### config.mk
export PLATFORM = sky130hd
export DESIGN_NAME = flash_step_gen_flat
export DESIGN_NICKNAME = d
export VERILOG_FILES = /design/src/rtl/flash_step_gen_if.sv /design/src/rtl/flash_step_gen.sv /design/src/flat_wrapper.sv
export SDC_FILE = /design/constraint.sdc
export NUM_CORES = 1
export LEC_CHECK = 0
export CAP_MARGIN = 20
export CORE_UTILIZATION = 61
export DETAILED_ROUTE_END_ITERATION = 6
export PLACE_DENSITY = 0.89
export SLEW_MARGIN = 20
export SYNTH_ARGS = -nofsm -noshare
export SYNTH_HDL_FRONTEND = slang
export SYNTH_SLANG_ARGS = --single-unit
### constraint.sdc
create_clock -name clk -period 5.8 [get_ports clk]
set_input_delay 1.45 -clock clk [delete_from_list [all_inputs] [get_ports clk]]
set_output_delay 1.45 -clock clk [all_outputs]
set_load 0.01 [all_outputs]
### src/rtl/flash_step_gen_if.sv
// Control-panel bundle between the raw operator inputs and the step generator:
// raw switch/buttons in, step strobe and status levels out.
interface flash_step_gen_if;
  logic       sw_dir;
  logic       btn_speed;
  logic       btn_pause;
  logic       step;
  logic       dir;
  logic [1:0] speed_sel;
  logic       paused;

  // Level-only bundle, no valid/ready handshake: the raw inputs may change at
  // any time and step is a self-timed one-cycle strobe.
  modport master (
    output sw_dir, btn_speed, btn_pause,
    input  step, dir, speed_sel, paused
  );

  modport slave (
    input  sw_dir, btn_speed, btn_pause,
    output step, dir, speed_sel, paused
  );
endinterface

### src/rtl/flash_step_gen.sv
// Debounces the direction switch and speed/pause buttons, then generates the
// selectable-rate, pausable step strobe plus direction level for the LED chain.
module flash_step_gen #(
  parameter int BASE_DIV   = 3500,
  parameter int STEP_TICKS = 3500,
  parameter int DB_CYCLES  = 20000,
  parameter int CNT_W      = 16
) (
  input  logic            clk,
  input  logic            rst,
  flash_step_gen_if.slave bus
);
  localparam logic [CNT_W-1:0] ONE      = CNT_W'(1);
  localparam logic [CNT_W-1:0] PRE_LAST = CNT_W'(BASE_DIV - 1);
  localparam logic [CNT_W-1:0] DB_LAST  = CNT_W'(DB_CYCLES - 1);
  localparam logic [CNT_W-1:0] TICKS0   = CNT_W'(STEP_TICKS);

  // Bit index of every per-input vector: 0 = sw_dir, 1 = btn_speed, 2 = btn_pause
  logic [2:0]            raw;
  logic [2:0]            sync1_q, sync2_q;
  logic [2:0]            db_q, db_d, db_prev_q;
  logic [2:0][CNT_W-1:0] db_cnt_q, db_cnt_d;

  logic [CNT_W-1:0] pre_q, pre_d;
  logic [CNT_W-1:0] step_cnt_q, step_cnt_d;
  logic [CNT_W-1:0] limit;
  logic [1:0]       speed_q, speed_d;
  logic             paused_q, paused_d;
  logic             step_q, step_d;
  logic             tick, speed_hit, pause_hit;

  assign raw = {bus.btn_pause, bus.btn_speed, bus.sw_dir};

  always_comb begin
    db_d     = db_q;
    db_cnt_d = db_cnt_q;
    for (int i = 0; i < 3; i++) begin
      if (sync2_q[i] == db_q[i]) begin
        db_cnt_d[i] = '0;
      end else if (db_cnt_q[i] == DB_LAST) begin
        db_d[i]     = ~db_q[i];
        db_cnt_d[i] = '0;
      end else begin
        db_cnt_d[i] = db_cnt_q[i] + ONE;
      end
    end
  end

  // Actions fire one cycle after the debounced level rises; release is ignored.
  assign speed_hit = db_q[1] & ~db_prev_q[1];
  assign pause_hit = db_q[2] & ~db_prev_q[2];

  always_comb begin
    limit = TICKS0 >> speed_q;
    if (limit == '0) limit = ONE;
  end

  assign tick = ~paused_q & (pre_q == PRE_LAST);

  always_comb begin
    pre_d      = pre_q;
    step_cnt_d = step_cnt_q;
    step_d     = 1'b0;
    speed_d    = speed_q + {1'b0, speed_hit};
    paused_d   = paused_q ^ pause_hit;

    if (!paused_q) begin
      pre_d = (pre_q == PRE_LAST) ? '0 : pre_q + ONE;
    end

    // A speed change restarts the step wait so the new rate applies at once.
    if (speed_hit) begin
      step_cnt_d = '0;
    end else if (tick) begin
      if (step_cnt_q == limit - ONE) begin
        step_cnt_d = '0;
        step_d     = 1'b1;
      end else begin
        step_cnt_d = step_cnt_q + ONE;
      end
    end
  end

  always_ff @(posedge clk or posedge rst) begin
    if (rst) begin
      sync1_q    <= '0;
      sync2_q    <= '0;
      db_q       <= '0;
      db_prev_q  <= '0;
      db_cnt_q   <= '0;
      pre_q      <= '0;
      step_cnt_q <= '0;
      speed_q    <= '0;
      paused_q   <= 1'b0;
      step_q     <= 1'b0;
    end else begin
      sync1_q    <= raw;
      sync2_q    <= sync1_q;
      db_q       <= db_d;
      db_prev_q  <= db_q;
      db_cnt_q   <= db_cnt_d;
      pre_q      <= pre_d;
      step_cnt_q <= step_cnt_d;
      speed_q    <= speed_d;
      paused_q   <= paused_d;
      step_q     <= step_d;
    end
  end

  assign bus.step      = step_q;
  assign bus.dir       = db_q[0];
  assign bus.speed_sel = speed_q;
  assign bus.paused    = paused_q;
endmodule

### src/flat_wrapper.sv
// flat-port wrapper written by rule: the top's interface ports become plain ports
module flash_step_gen_flat 
#(
  parameter int BASE_DIV   = 3500,
  parameter int STEP_TICKS = 3500,
  parameter int DB_CYCLES  = 20000,
  parameter int CNT_W      = 16
)
  (clk, rst, bus_sw_dir, bus_btn_speed, bus_btn_pause, bus_step, bus_dir, bus_speed_sel, bus_paused);
  flash_step_gen_if bus_i ();
  input  logic clk;
  input  logic rst;
  input wire logic [$bits(bus_i.sw_dir)-1:0] bus_sw_dir;
  input wire logic [$bits(bus_i.btn_speed)-1:0] bus_btn_speed;
  input wire logic [$bits(bus_i.btn_pause)-1:0] bus_btn_pause;
  output wire logic [$bits(bus_i.step)-1:0] bus_step;
  output wire logic [$bits(bus_i.dir)-1:0] bus_dir;
  output wire logic [$bits(bus_i.speed_sel)-1:0] bus_speed_sel;
  output wire logic [$bits(bus_i.paused)-1:0] bus_paused;
  assign bus_i.sw_dir = bus_sw_dir;
  assign bus_i.btn_speed = bus_btn_speed;
  assign bus_i.btn_pause = bus_btn_pause;
  assign bus_step = bus_i.step;
  assign bus_dir = bus_i.dir;
  assign bus_speed_sel = bus_i.speed_sel;
  assign bus_paused = bus_i.paused;
  flash_step_gen #(.BASE_DIV(BASE_DIV), .STEP_TICKS(STEP_TICKS), .DB_CYCLES(DB_CYCLES), .CNT_W(CNT_W)) u_core (.clk(clk), .rst(rst), .bus(bus_i));
endmodule
* Word level (Yosys, flattened, before mapping) *
Index checks and enable logic that the tools add are counted.
W data, S select, Z words.

storage, ports and cells
  register bits = 96
  latch bits = 0
  memory bits (writable) = 0
  bits in read-only memories = 0
  bits of input ports = 5
  output and inout port bits = 5
  logic and storage cells = 62
  memories kept = 0

operators by class
  $add $sub $neg = 7
  multipliers = 0
  div/mod/pow operators = 0
  $lt $le $gt $ge = 0
  equality and inequality tests = 8
  shifts and indexed selects = 1
  mux-type cells = 14
  bitwise gates (word level) = 13
  reductions and logical operators = 5

operators with widths
  kind                     count
  $mux W16                 11
  $add A16 B1 Y16 const B  5
  $eq A16 B15 Y1 const B   3
  $eq A16 B12 Y1 const B   1
  $eq A16 B16 Y1           1
  $logic_not A16 Y1        1
  $shr A12 B2 Y16 const A  1
  $sub A16 B1 Y16 const B  1
  $not A1 Y1               9
  $reduce_and A2 Y1        3
  $and A1 B1 Y1            3
  $eq A1 B1 Y1             3
  $mux W1                  3
  $add A2 B1 Y2            1
  $reduce_bool A2 Y1       1
  $xor A1 B1 Y1            1

* Longest topological paths before layout *
Gate-level depths: netlist of the first run.

  depth after elaboration = 8
  depth in mapped cells = 7
  depth with buffers taken out = 7

* Least setup slack after synthesis of the first run *
No wires, ideal clock.

  path kind = register to register
  from = register u_core.speed_q[1], in the netlist u_core.bus.speed_sel[1]
  to = register u_core.step_cnt_q[10]
  setup time = 142 ps
  arrival time = 2431 ps
  required time = 5658 ps
  slack = 3227 ps
  stages on the path, launching flop included = 8
  buffers on the path = 0
  period minus slack after synthesis = 2573 ps
  path through = dfrtp_1 -> inv_1 -> ha_1 -> or4b_1 -> a2bb2oi_1 -> o32a_1 -> a2111oi_4 -> nor3_1

on the way
  cells in the longest elaborated chain, start to end = 8

RTL lines
  element                 RTL line               RTL
  from (decl)             flash_step_gen.sv:27   logic [1:0] speed_q, speed_d;
  from (signal assigned)  flash_step_gen.sv:104  speed_q <= speed_d;
  $shr A12 B2 Y16 *       flash_step_gen.sv:54   limit = TICKS0 >> speed_q;
  $logic_not A16 Y1       flash_step_gen.sv:55   if (limit == '0) limit = ONE;
  $mux W16 *              flash_step_gen.sv:55
  $sub A16 B1 Y16 *       flash_step_gen.sv:75   if (step_cnt_q == limit - ONE) begin
  $eq A16 B16 Y1 *        flash_step_gen.sv:75
  $mux W16 *              flash_step_gen.sv:75
  $mux W16 *              flash_step_gen.sv:74   end else if (tick) begin
  $mux W16 *              flash_step_gen.sv:72   if (speed_hit) begin
  to (signal assigned)    flash_step_gen.sv:103  step_cnt_q <= step_cnt_d;
  to (decl)               flash_step_gen.sv:25   logic [CNT_W-1:0] step_cnt_q, step_cnt_d;

Mark *: on every way between the ends. The rest lies on a longest branch, timed or not. The select of a mux whose other input is x is not followed.
A chain may end at the register's enable or synchronous reset.

* Worst setup path in the final report of the first run *
  from = register u_core.paused_q, in the netlist u_core.bus.paused
  to = output port bus_paused

RTL lines
  element                 RTL line               RTL
  from (decl)             flash_step_gen.sv:28   logic paused_q, paused_d;
  from (signal assigned)  flash_step_gen.sv:105  paused_q <= paused_d;
  to (decl)               flat_wrapper.sv:19     output wire logic [$bits(bus_i.paused)-1:0] bus_paused;

No word-level cell between the ends.

==> results of run 1 <==
## state kept, by name, indices dropped and copies added (netlist names)
| register | count |
|---|---|
| u_core.bus.speed_sel | 2 |
| u_core.db_cnt_q | 48 |
| u_core.sync2_q | 3 |
| u_core.sync1_q | 3 |
| u_core.bus.step | 1 |
| u_core.step_cnt_q | 16 |
| u_core.db_q | 3 |
| u_core.pre_q | 16 |
| u_core.bus.paused | 1 |
| u_core.db_prev_q | 2 |
## logic make-up after synthesis
| group | Yosys count | synth area share |
|---|---|---|
| multiplexers | 6 | 0.0134 |
| AO/OA/AOI/OAI | 25 | 0.0407 |
| AND/OR/NAND/NOR | 249 | 0.269 |
| adder cells (fa/ha/maj) | 12 | 0.0309 |
| XOR/XNOR | 74 | 0.133 |
| buffers and inverters | 30 | 0.0232 |
| flip-flops | 95 | 0.489 |
## how the worst max path moves through the flow
stage / to / cells past startpoint / from
after floorplan: u_core.bus.paused / 1 / rst
after global placement: u_core.step_cnt_q[7] / 3 / rst
after detailed placement: u_core.step_cnt_q[7] / 3 / rst
after CTS: bus_paused / 1 / u_core.bus.paused
after global routing: bus_paused / 1 / u_core.bus.paused
final: bus_paused / 1 / u_core.bus.paused
## power by group through the flow
stage / clock [W] / combinational [W] / sequential [W]
after floorplan: 0 / 0.0000230 / 0.000687
after global placement: 0 / 0.0000310 / 0.000688
after detailed placement: 0 / 0.0000331 / 0.000689
after CTS: 0.000416 / 0.0000333 / 0.000675
after global routing: 0.000450 / 0.0000370 / 0.000677
final: 0.000409 / 0.0000318 / 0.000675
## stage by stage
stage	hold WS [ns]	setup slack, ns	std cells	instance area (um^2)
after floorplan	0.331	1.87	491	4860
final	0.358	2.53	605	5220
after CTS	0.358	2.51	605	5220
after global placement	0.332	2.75	589	5030
after global routing	0.364	2.40	605	5220
after detailed placement	0.336	2.72	589	5030
## cells in the final DEF (no fill, tap or decap), drive strengths merged, types with 3 or more instances in the layout
| cell type | synthesis | routed |
|---|---|---|
| nand4b | 5 | 5 |
| and4 | 3 | 3 |
| nand4 | 17 | 17 |
| nor4b | 11 | 11 |
| mux2 | 4 | 4 |
| clkinv | 0 | 4 |
| a22oi | 3 | 3 |
| nand2b | 13 | 13 |
| xnor2 | 43 | 43 |
| a2111oi | 3 | 3 |
| and2 | 4 | 4 |
| xor2 | 31 | 31 |
| dfrtp | 95 | 95 |
| nand2 | 34 | 34 |
| o21a | 3 | 3 |
| ha | 12 | 12 |
| o21ai | 7 | 7 |
| and3 | 12 | 12 |
| nor4 | 12 | 12 |
| clkbuf | 13 | 11 |
| clkdlybuf4s50 | 0 | 9 |
| nand3 | 27 | 27 |
| nor2 | 79 | 79 |
| inv | 16 | 16 |
| nor3 | 20 | 20 |
## worst reg2reg max path, cell delays in order, from the launching register on
cell and delay [ns]:
dfrtp_1 0.54, inv_1 0.17, ha_1 0.37, or4b_1 0.51
a2bb2oi_1 0.16, o32a_1 0.23, a2111oi_4 0.59, nor3_1 0.13
## area by class of cell
class	count	area, um^2
well taps	102	128
fillers	581	2510
repair buffers	10	97.6
flip-flops and latches	95	2380
multi-input cells	366	2370
clock inverters	5	42.5
inverters	16	61.3
clock buffers	11	141
## metal layers
| layer | wire length, um | global-route usage | vias to the layer above |
|---|---|---|---|
| met1 | 4250 | 0.334 | 1770 |
| met5 | 0 | 0 | - |
| met2 | 4350 | 0.395 | 71 |
| li1 | - | - | 1703 |
| met3 | 308 | 0.0436 | 21 |
| met4 | 223 | 0.115 | 0 |
==> flow_metrics.env, run 1 <==
export IMPL_status="finished, final reports clean"
export IMPL_yosysSeqAreaShare=0.489
export IMPL_syn_inst=491
export IMPL_comb_power_share=0.029
export IMPL_via_count=3565
export IMPL_r2r_start="u_core.bus.speed_sel[1]"
export IMPL_wirelength_mm=9.14
export IMPL_worstMarginPinSlew_ns=0.892
export IMPL_worstPathArrival_ns=1.82
export IMPL_worstHoldEndpoint="u_core.sync2_q[2]"
export IMPL_coreArea_mm2=0.00773
export IMPL_peakVddDrop_mv=0.177
export IMPL_switching_share=0.239
export IMPL_ant_nets=0
export IMPL_cap_violations=0
export IMPL_layout_nets=515
export IMPL_pwr_share_seq=0.605
export IMPL_numCtsBuffers=9
export IMPL_clkPwrFrac=0.367
export IMPL_path_class="register to primary output"
export IMPL_cts_buffer_depth=2
export IMPL_synth_ff_type="dfrtp_1"
export IMPL_path_buf_inv=1
export IMPL_fin_setup_tns_ns=0
export IMPL_yosysMostFrequentCell="dfrtp_1"
export IMPL_drv_slew=0
export IMPL_clk_insertion_delay_late_ns=0.37
export IMPL_min_path_cells=0
export IMPL_leakagePower_nw=2.19
export IMPL_drtPass1Iterations=4
export IMPL_grt_pass1_wl_mm=16.4
export IMPL_clkTransAtPathRegs_ns=0.09
export IMPL_utilization=0.675
export IMPL_dp_hpwl_mm=6.29
export IMPL_yosysTopAreaCell="dfrtp_1"
export IMPL_hold_start="u_core.sync1_q[2]"
export IMPL_port_buffers=9
export IMPL_vias_per_cell=5.89
export IMPL_ctsHoldBuffers=0
export IMPL_ys_async_sr_fraction=1.00
export IMPL_chipWidth_um=91.3
export IMPL_finalSetupViolCount=0
export IMPL_dieArea_mm2=0.00833
export IMPL_slowest_delay_ns=0.79
export IMPL_r2r_end="u_core.step_cnt_q[2]"
export IMPL_grt_setup_unrepaired="no"
export IMPL_cts_resized=0
export IMPL_die_h_um=91.3
export IMPL_cts_htree_levels=3
export IMPL_overflow=0
export IMPL_antenna_cells=0
export IMPL_synthTopCellsByCount="dfrtp_1 (95), nor2_1 (79), xnor2_1 (43)"
export IMPL_crit_slowest_cell="dfrtp_1"
export IMPL_rrSetupSlack_ns=2.97
export IMPL_grt_max_degree=55
export IMPL_finalHoldViolCount=0
export IMPL_max_freq_mhz=305
export IMPL_p_per_area_mw_per_mm2=214
export IMPL_grt_pass1_vias=3563
export IMPL_grt_usage=0.249
export IMPL_relSlewSlack=0.405
export IMPL_cts_root_buf="clkbuf_8"
export IMPL_period_minus_slack_ns=3.27
export IMPL_place_congestion=0.806
export IMPL_drtIter0Drc=250
export IMPL_hold_class="register to register"
export IMPL_synth_area_top_cells="dfrtp_1 (49%), xnor2_1 (7.7%), nor2_1 (6.1%)"
export IMPL_cts_tree="done"
export IMPL_avgSynthCellArea_um2=9.90
export IMPL_worstSetupEndpointType="primary output"
export IMPL_clock_sinks=95
export IMPL_yosys_area_top_type_share=0.489
export IMPL_cp_start_kind="register"
export IMPL_ys_warnings_count=0
export IMPL_critPathMaxFanout=23
export IMPL_fp_row_count=32
export IMPL_cts_setup_buffers=0
export IMPL_synth_area_mm2=0.00486
export IMPL_wl_per_cell_um=15.1
export IMPL_synth_cell_type_count=45
export IMPL_p_int_w=0.000850
export IMPL_synth_edf_count=0
export IMPL_drive_gt1_frac=0.0596
export IMPL_path_delay_family="flip-flops"
export IMPL_worstPathRequired_ns=4.35
export IMPL_period_share=0.565
export IMPL_power_switching_w=0.000267
export IMPL_power_total_w=0.00112
export IMPL_crit_chain="clkdlybuf4s50_1"
export IMPL_start_util=0.629
export IMPL_skew_ns=0.0101
export IMPL_area_growth_pct=7.36
export IMPL_worst_r2r_cell_count=7
export IMPL_io_pins=10
export IMPL_ys_ff_latch=95
export IMPL_syn_num_nets=508
export IMPL_grt_antenna_before_repair=0
export IMPL_drc=0
Power figures use the tool's default switching activity.
==> run 2, diff against run 1 <==
--- a/config.mk
+++ b/config.mk
@@ -6,9 +6,9 @@
 export NUM_CORES = 1
 export LEC_CHECK = 0
 export CAP_MARGIN = 20
-export CORE_UTILIZATION = 61
+export CORE_UTILIZATION = 56
 export DETAILED_ROUTE_END_ITERATION = 6
-export PLACE_DENSITY = 0.89
+export PLACE_DENSITY = 0.87
 export SLEW_MARGIN = 20
 export SYNTH_ARGS = -nofsm -noshare
 export SYNTH_HDL_FRONTEND = slang
==> constraint.sdc (replaced) <==
create_clock -name clk -period 2.9 [get_ports clk]
set_input_delay 0.725 -clock clk [delete_from_list [all_inputs] [get_ports clk]]
set_output_delay 0.725 -clock clk [all_outputs]
set_load 0.01 [all_outputs]
==> flow_metrics.env, run 2 (same netlist as run 1, synthesis figures left out) <==
export IMPL_layout_common_cells="dfrtp_1 (95), nor2_1 (79), xnor2_1 (43)"
export IMPL_skew_ns=0.0151
export IMPL_numCtsBuffers=9
export IMPL_finalHoldViolCount=0
export IMPL_path_buf_inv=1
export IMPL_start_util=0.586
export IMPL_grt_usage=0.231
export IMPL_worstSetupEndpointType="register"
export IMPL_period_share=0.920
export IMPL_critPathMaxFanout=8
export IMPL_hold_class="register to register"
export IMPL_final_area_mm2=0.00536
export IMPL_peakVddDrop_mv=0.252
export IMPL_crit_chain="inv_1 > ha_1 > or4b_1 > a2bb2oi_1 > o32a_1 > a211oi_2 > o21ai_0"
export IMPL_cap_violations=0
export IMPL_coreArea_mm2=0.00830
export IMPL_fp_row_count=33
export IMPL_largest_reg_flops=48
export IMPL_via_count=3589
export IMPL_grt_pass1_vias=3590
export IMPL_grt_setup_unrepaired="no"
export IMPL_regMostFlops="u_core.db_cnt_q"
export IMPL_worstPathRequired_ns=3.12
export IMPL_dieArea_mm2=0.00906
export IMPL_placed_area_mm2=0.00511
export IMPL_crit_slowest_cell="or4b_1"
export IMPL_final_common_cell="dfrtp_1"
export IMPL_wirelength_mm=9.30
export IMPL_met3_usage=0.0550
export IMPL_period_minus_slack_ns=2.67
export IMPL_worstMarginPinSlew_ns=0.634
export IMPL_power_switching_w=0.000523
export IMPL_cts_tree="done"
export IMPL_area_growth_pct=10.2
export IMPL_grt_antenna_before_repair=0
export IMPL_pwr_share_seq=0.549
export IMPL_slowest_delay_ns=0.52
export IMPL_relSlewSlack=0.571
export IMPL_cts_buffer_depth=2
export IMPL_path_class="register to register"
export IMPL_clock_sinks=95
export IMPL_grt_pass1_wl_mm=16.3
export IMPL_comb_power_share=0.028
export IMPL_die_h_um=95.2
export IMPL_leakagePower_nw=2.26
export IMPL_dp_hpwl_mm=6.52
export IMPL_vias_per_cell=5.85
export IMPL_finalSetupViolCount=0
export IMPL_drtPass1Iterations=5
export IMPL_grt_max_degree=31
export IMPL_top_regs="u_core.db_cnt_q: 48 flops, u_core.pre_q: 16 flops, u_core.step_cnt_q: 16 flops"
export IMPL_io_pins=10
export IMPL_p_per_area_mw_per_mm2=459
export IMPL_overflow=0
export IMPL_cp_start_kind="register"
export IMPL_wl_per_cell_um=15.2
export IMPL_worstPathArrival_ns=2.89
export IMPL_use_met2=0.389
export IMPL_fin_setup_tns_ns=0
export IMPL_clkTransAtPathRegs_ns=0.10
export IMPL_cts_root_buf="clkbuf_8"
export IMPL_path_delay_family="compound AO/OA/AOI/OAI gates"
export IMPL_status="finished, final reports clean"
export IMPL_port_buffers=9
export IMPL_drive_gt1_frac=0.0727
export IMPL_place_congestion=0.866
export IMPL_layout_nets=522
export IMPL_clkPwrFrac=0.422
export IMPL_grt_busiest_layer="met2"
export IMPL_drc=0
export IMPL_cts_htree_levels=3
export IMPL_drv_slew=0
export IMPL_max_freq_mhz=375
export IMPL_drtIter0Drc=232
export IMPL_switching_share=0.213
export IMPL_antenna_cells=0
export IMPL_use_met1=0.292
export IMPL_clk_insertion_delay_late_ns=0.36
export IMPL_p_int_w=0.00194
export IMPL_chipWidth_um=95.2
export IMPL_ant_nets=0
## run 2: changes by cell type in the layout (fill, tap and decap cells not counted), sizes merged
cell,delta
buf,+7
clkinv,-4
bufinv,+3
clkbuf,-2
clkinvlp,+1
inv,+1
## run 2: per-layer routing
layer	wire length (um)	part of all wire	vias to the layer above
met5	0	0	-
met4	97	0.010	0
met3	367	0.039	10
met2	4730	0.51	99
met1	4110	0.44	1759
li1	-	-	1721
## run 2: stage by stage
step / worst slack [ns] / hold WS (ns) / std cells / util / total power (W)
after floorplan: 0.327 / 0.331 / 491 / - / 0.00142
after global placement: 0.273 / 0.338 / 598 / 0.616 / 0.00144
after detailed placement: 0.152 / 0.337 / 598 / 0.616 / 0.00145
after CTS: 0.143 / 0.360 / 613 / 0.645 / 0.00248
after global routing: 0.0219 / 0.382 / 614 / 0.646 / 0.00255
final: 0.231 / 0.360 / 614 / 0.646 / 0.00246
## run 2: final timing paths
path,slack (ns),from,cells after the start,endpoint
min in group asynchronous,0.76,rst,2,u_core.db_cnt_q[43]
max in group asynchronous,1.53,rst,3,u_core.step_cnt_q[14]
worst min-delay path,0.36,u_core.sync1_q[1],0,u_core.sync2_q[1]
worst min register to register,0.36,u_core.sync1_q[1],0,u_core.sync2_q[1]
worst max register to register,0.23,u_core.bus.speed_sel[0],7,u_core.step_cnt_q[5]
worst max-delay path,0.23,u_core.bus.speed_sel[0],7,u_core.step_cnt_q[5]
## run 2: worst register-to-register path: stages, from the launching register on
cell and delay, ns:
dfrtp_1 0.46, inv_1 0.15, ha_1 0.38, or4b_1 0.52, a2bb2oi_1 0.15, o32a_1 0.23
a211oi_2 0.47, o21ai_0 0.17
## run 2: timing repair
action                                  4_1_cts  5_1_grt
endpoints found under the hold margin         0        0
gates resized for setup                       0        0
endpoints found under the setup margin        0        8
buffers inserted                              0        1
hold buffers                                  0        0
## run 2: power by group through the flow
stage | Clock, W | Combinational (W) | Sequential (W)
finish | 0.00104 | 0.0000697 | 0.00135
detailed placement | 0 | 0.0000719 | 0.00138
global placement | 0 | 0.0000686 | 0.00138
floorplan | 0 | 0.0000463 | 0.00137
global route | 0.00112 | 0.0000821 | 0.00135
CTS | 0.00106 | 0.0000722 | 0.00135
## run 2: cell type report
type                       instances  area [um^2]
fill                             616         2940
sequential                        95         2380
multi-input combinational        366         2370
timing repair buffer              17          175
tap                              105          131
clock buffer                       9          124
clock inverter                     6          115
inverter                          16         63.8
==> RTL edit 1 (config.mk and constraints of run 2) <==
`CNT_W` is set to 16 in 2 places; all go to 20.
--- a/src/rtl/flash_step_gen.sv
+++ b/src/rtl/flash_step_gen.sv
@@ -4,7 +4,7 @@
   parameter int BASE_DIV   = 3500,
   parameter int STEP_TICKS = 3500,
   parameter int DB_CYCLES  = 20000,
-  parameter int CNT_W      = 16
+  parameter int CNT_W      = 20
 ) (
   input  logic            clk,
   input  logic            rst,
--- a/src/flat_wrapper.sv
+++ b/src/flat_wrapper.sv
@@ -4,7 +4,7 @@
   parameter int BASE_DIV   = 3500,
   parameter int STEP_TICKS = 3500,
   parameter int DB_CYCLES  = 20000,
-  parameter int CNT_W      = 16
+  parameter int CNT_W      = 20
 )
   (clk, rst, bus_sw_dir, bus_btn_speed, bus_btn_pause, bus_step, bus_dir, bus_speed_sel, bus_paused);
   flash_step_gen_if bus_i ();
Formal check against the unedited RTL: no difference found for any inputs over 10 cycles, from zero or initial values and one cycle with rst high; that may be too few to reach the edited logic, so the function may still have changed.
==> RTL edit 1 against run 2 <==
  * Wire length grew 32%
  * Via count grew 28%
  * Count of clock-buffer cells in the layout grew 12
  * Synthesized cell count grew 23%
  * Power grew 57%
  * Synthesized area grew 21%
  * Worst setup slack gained 0.0066 ns
  * Sequential cell count grew 20
  * Non-clock buffer count shrank 2
  * Design area grew 25%
==> RTL edit 1: results (changes against run 2) <==
top flop regs = u_core.db_cnt_q (60), u_core.pre_q (20), u_core.step_cnt_q (20)
synth unique cells = 54 (+20%)
pre-CTS WS = 0.278 ns (+0.126 ns)
leakage power = 2.82 nW (+25%)
Worst Tran Pin Value = 0.626 ns (-0.00863 ns)
result of the run = complete, no violations
Fill cells = 730 (+19%)
CP max FO = 12 (+4)
Max H-tree Level = 4 (+1)
total CTS buffers = 17 (+8)
fin nets = 633 (+21%)
Placed Cells incl. Taps = 734 (+23%)
worst-skew pair later-pin latency = 0.52 ns (+0.16 ns)
clock-pin slew on the worst setup and hold paths = 0.06 ns (-0.04 ns)
Vias/cell = 5.99 (+2.5%)
Wirelength per Cell = 16.0 um (+5.9%)
Worst Reg-to-Reg Cells = 7 (unchanged)
All-Layer GR Usage = 24.3% (+1.1 points)
number of global-route vias before repair = 4,609 (+28%)
Mapped Cells = 603 (+23%)
critical path arrival = 3.06 ns (+0.17 ns)
drt initial violations = 449 (+94%)
first-pass GRT wire length = 21,000 um (+29%)
Post-synth ARST share = 100% (unchanged)
proportion of layout cells with a drive suffix above 1 = 8.59% (+1.3 points)
crit path max-delay cell type = or4_4
HPWL after DPL = 7950 um (+22%)
global placement routability congestion = 0.887 (+2.4%)
Post-Syn Nets = 619 (+22%)
synth warn = 0 (unchanged)
hold slack = 0.353 ns (-0.00668 ns)
largest net degree at the start of global routing = 56 (+81%)
worst vdd ir = 0.000409 V (+63%)
port buffer count = 9 (unchanged)
worst r2r src = u_core.bus.speed_sel[1]$_DFF_PP0_
Top Family by Delay on Critical Path = simple AND/OR/NAND/NOR gates
sequential area share after synthesis = 48.9% (about the same)
drt first pass iters = 6 (+1)
skew final = 0.00816 ns (-0.00698 ns)
met3 GRT Util = 7.39% (+1.9 points)
M1 GR Usage = 28.9% (-0.23 points)
most frequent cells after synthesis = dfrtp_1 (115), nor2_1 (98), nand2_1 (68), xnor2_1 (46), xor2_1 (33)
worst flop-to-flop path endpoint = u_core.step_cnt_q[10]$_DFFE_PP0P_
GRT met2 Usage = 40.5% (+1.6 points)
# resized after CTS = 0 (unchanged)
main area contributors after synthesis = dfrtp_1 (49%), xnor2_1 (6.9%), nor2_1 (6.3%)
Endpoint, Worst Hold = u_core.sync2_q[2]$_DFF_PP0_
fin cells = 765 (+25%)
hold_sp = u_core.sync1_q[2]$_DFF_PP0_
critical path's largest stage delay = 0.63 ns (+0.11 ns)
[RTL edit 1: changes by cell type in the layout (fill, tap and decap cells not counted), moves of 8 or more]
cell and change:
dfrtp_1 +20, nand2b_1 -8, clkbuf_16 +16, nor2_1 +19, nor4b_1 -11, nand4_1 +8, nor4_1 +10, and3_1 -8
nand2_1 +34
[RTL edit 1: layout make-up]
cell class	instances	area [sq um]	share of cell area (%)
flip-flops and latches	115	2880	42.9
multi-input cells	455	2840	42.3
clock buffers	21	459	6.84
well taps	136	170	2.54
repair buffers	15	160	2.39
clock inverters	10	155	2.31
inverters	13	52.6	0.783
[RTL edit 1: cell families (layout without fill, tap and decap cells)]
group	count (synthesis)	in the layout	share of synthesized area, %
and+or+nand+nor	321	321	27.8
DFF	115	115	48.9
xor gates and xnor gates	81	81	12.6
AOI/OAI and AO/OA	38	38	4.75
buffers and inverters	33	59	2.81
adders and majority gates	11	11	2.34
muxes	4	4	0.766
[RTL edit 1: power by group]
group | leakage (nW) | internal, mW | total (mW) | switching (mW)
combinational | 0.953 | 0.0256 | 0.0812 | 0.0556
clock | 0.300 | 1.45 | 2.15 | 0.703
sequential | 1.57 | 1.62 | 1.63 | 0.0135
total | 2.82 | 3.10 | 3.87 | 0.772
[RTL edit 1: routing by layer]
layer,up-vias,wire [um]
li1,2136,-
met1,2255,5060
met2,155,6270
met3,37,663
met4,0,282
met5,-,0
[RTL edit 1: how the worst max path moves through the flow]
stage,slack (ns),from,depth (start not counted),end
2_1_floorplan,0.35,u_core.bus.speed_sel[1]$_DFF_PP0_,8,u_core.step_cnt_q[10]$_DFFE_PP0P_
3_3_place_gp,0.38,u_core.bus.speed_sel[1]$_DFF_PP0_,7,u_core.step_cnt_q[2]$_DFFE_PP0P_
3_5_place_dp,0.28,u_core.bus.speed_sel[1]$_DFF_PP0_,7,u_core.step_cnt_q[10]$_DFFE_PP0P_
4_1_cts,0.25,u_core.bus.speed_sel[1]$_DFF_PP0_,7,u_core.step_cnt_q[10]$_DFFE_PP0P_
5_1_grt,0.12,u_core.bus.speed_sel[1]$_DFF_PP0_,7,u_core.step_cnt_q[19]$_DFFE_PP0P_
6_report,0.24,u_core.bus.speed_sel[1]$_DFF_PP0_,7,u_core.step_cnt_q[10]$_DFFE_PP0P_
[RTL edit 1: metrics by stage]
step | area, sq um | total power, mW
after floorplan | 5880 | 1.72
after global placement | 6100 | 1.74
after detailed placement | 6100 | 1.74
after CTS | 6710 | 3.89
after global routing | 6710 | 3.99
final | 6710 | 3.87
[RTL edit 1: worst register-to-register path, cell delays in order (launching register included)]
cell and delay [ns]:
dfrtp_1 0.48, inv_1 0.13, ha_1 0.32, nor3b_1 0.26, xnor3_1 0.38, or4_4 0.63, a32oi_1 0.24, o31ai_1 0.10
==> RTL edit 2 (settings of run 2) <==
Made on the original files. Make the reset (`rst`) synchronous in one clocked block.
--- a/src/rtl/flash_step_gen.sv
+++ b/src/rtl/flash_step_gen.sv
@@ -81,7 +81,7 @@
     end
   end
 
-  always_ff @(posedge clk or posedge rst) begin
+  always_ff @(posedge clk) begin
     if (rst) begin
       sync1_q    <= '0;
       sync2_q    <= '0;
Behaviour: same outputs for any inputs over 10 cycles, from zero or initial values and one cycle with rst high; that may be too few to reach the edited logic, so the function may still have changed.
==> RTL edit 2 against run 2 <==
  * Wire length is 20% lower
  * Power is 8.4% lower
  * Sequential cell count stayed put
  * Synthesized cell count is 4.7% lower
  * Synthesized area is 13% lower
  * Worst setup slack better by 0.15 ns
  * Design area is 14% lower
  * Clock skew is 0.0026 ns lower
==> RTL edit 2: results (changes against run 2) <==
#MultiIn Comb = 349 (-4.6%)
pre-CTS WS = 0.455 ns (+0.302 ns)
most frequent cells after synthesis = dfxtp_1 (95), nor2_1 (95), xor2_1 (47), xnor2_1 (30), nand3_1 (28)
CP max FO = 12 (+4)
result of the run = complete, no violations
Routed WL = 7480 um (-20%)
largest net degree at the start of global routing = 17 (-45%)
Mapped Cells = 468 (-4.7%)
hold depth = 1 (+1)
Multi-input gate area = 0.00220 sq mm (-7.1%)
Flop pwr share = 58.6% (+3.7 points)
NetSw = 0.472 mW (-9.8%)
hold_sp = u_core.sync1_q[0]$_SDFF_PP0_
worst flop-to-flop path endpoint = u_core.step_cnt_q[6]$_SDFFE_PP0P_
Synth Flop Type = dfxtp_1
register area = 0.00190 sq mm (-20%)
Endpoint, Worst Hold = u_core.sync2_q[0]$_SDFF_PP0_
HPWL after DPL = 5070 um (-22%)
Post-Syn Nets = 485 (-4.5%)
seq_cells = 95 (unchanged)
clock-pin slew on the worst setup and hold paths = 0.08 ns (-0.02 ns)
Die ar. = 0.00786 sq mm (-13%)
Worst Reg-to-Reg Cells = 8 (+1)
leakage power = 1.58 nW (-30%)
synth unique cells = 39 (-13%)
skew final = 0.0126 ns (-0.00256 ns)
## RTL edit 2: changes by cell type after synthesis, moves of 11 or more
| cell | before | now |
|---|---|---|
| dfxtp_1 | 0 | 95 |
| dfrtp_1 | 95 | 0 |
| nand2_1 | 34 | 23 |
| nor2_1 | 79 | 95 |
| nor2b_1 | 1 | 12 |
| nor3_1 | 20 | 8 |
| xnor2_1 | 43 | 30 |
| xor2_1 | 31 | 47 |
## RTL edit 2: kinds of logic after synthesis
kind of cell / count (synthesis) / synth area share, %
buffers and inverters: 24 / 2.41
adder cells (fa/ha/maj): 12 / 3.57
flip-flops: 95 / 45.2
multiplexers: 5 / 1.19
AND/OR/NAND/NOR: 240 / 29.5
XOR/XNOR: 77 / 16.0
AO/OA/AOI/OAI: 15 / 2.05
## RTL edit 2: per-layer routing
metal / wire length, um / vias to the layer above / track usage [%]
li1: - / 1595 / -
met1: 3350 / 1507 / 26.4
met2: 3730 / 78 / 35.5
met3: 294 / 11 / 3.64
met4: 104 / 0 / 8.21
met5: 0 / - / 0
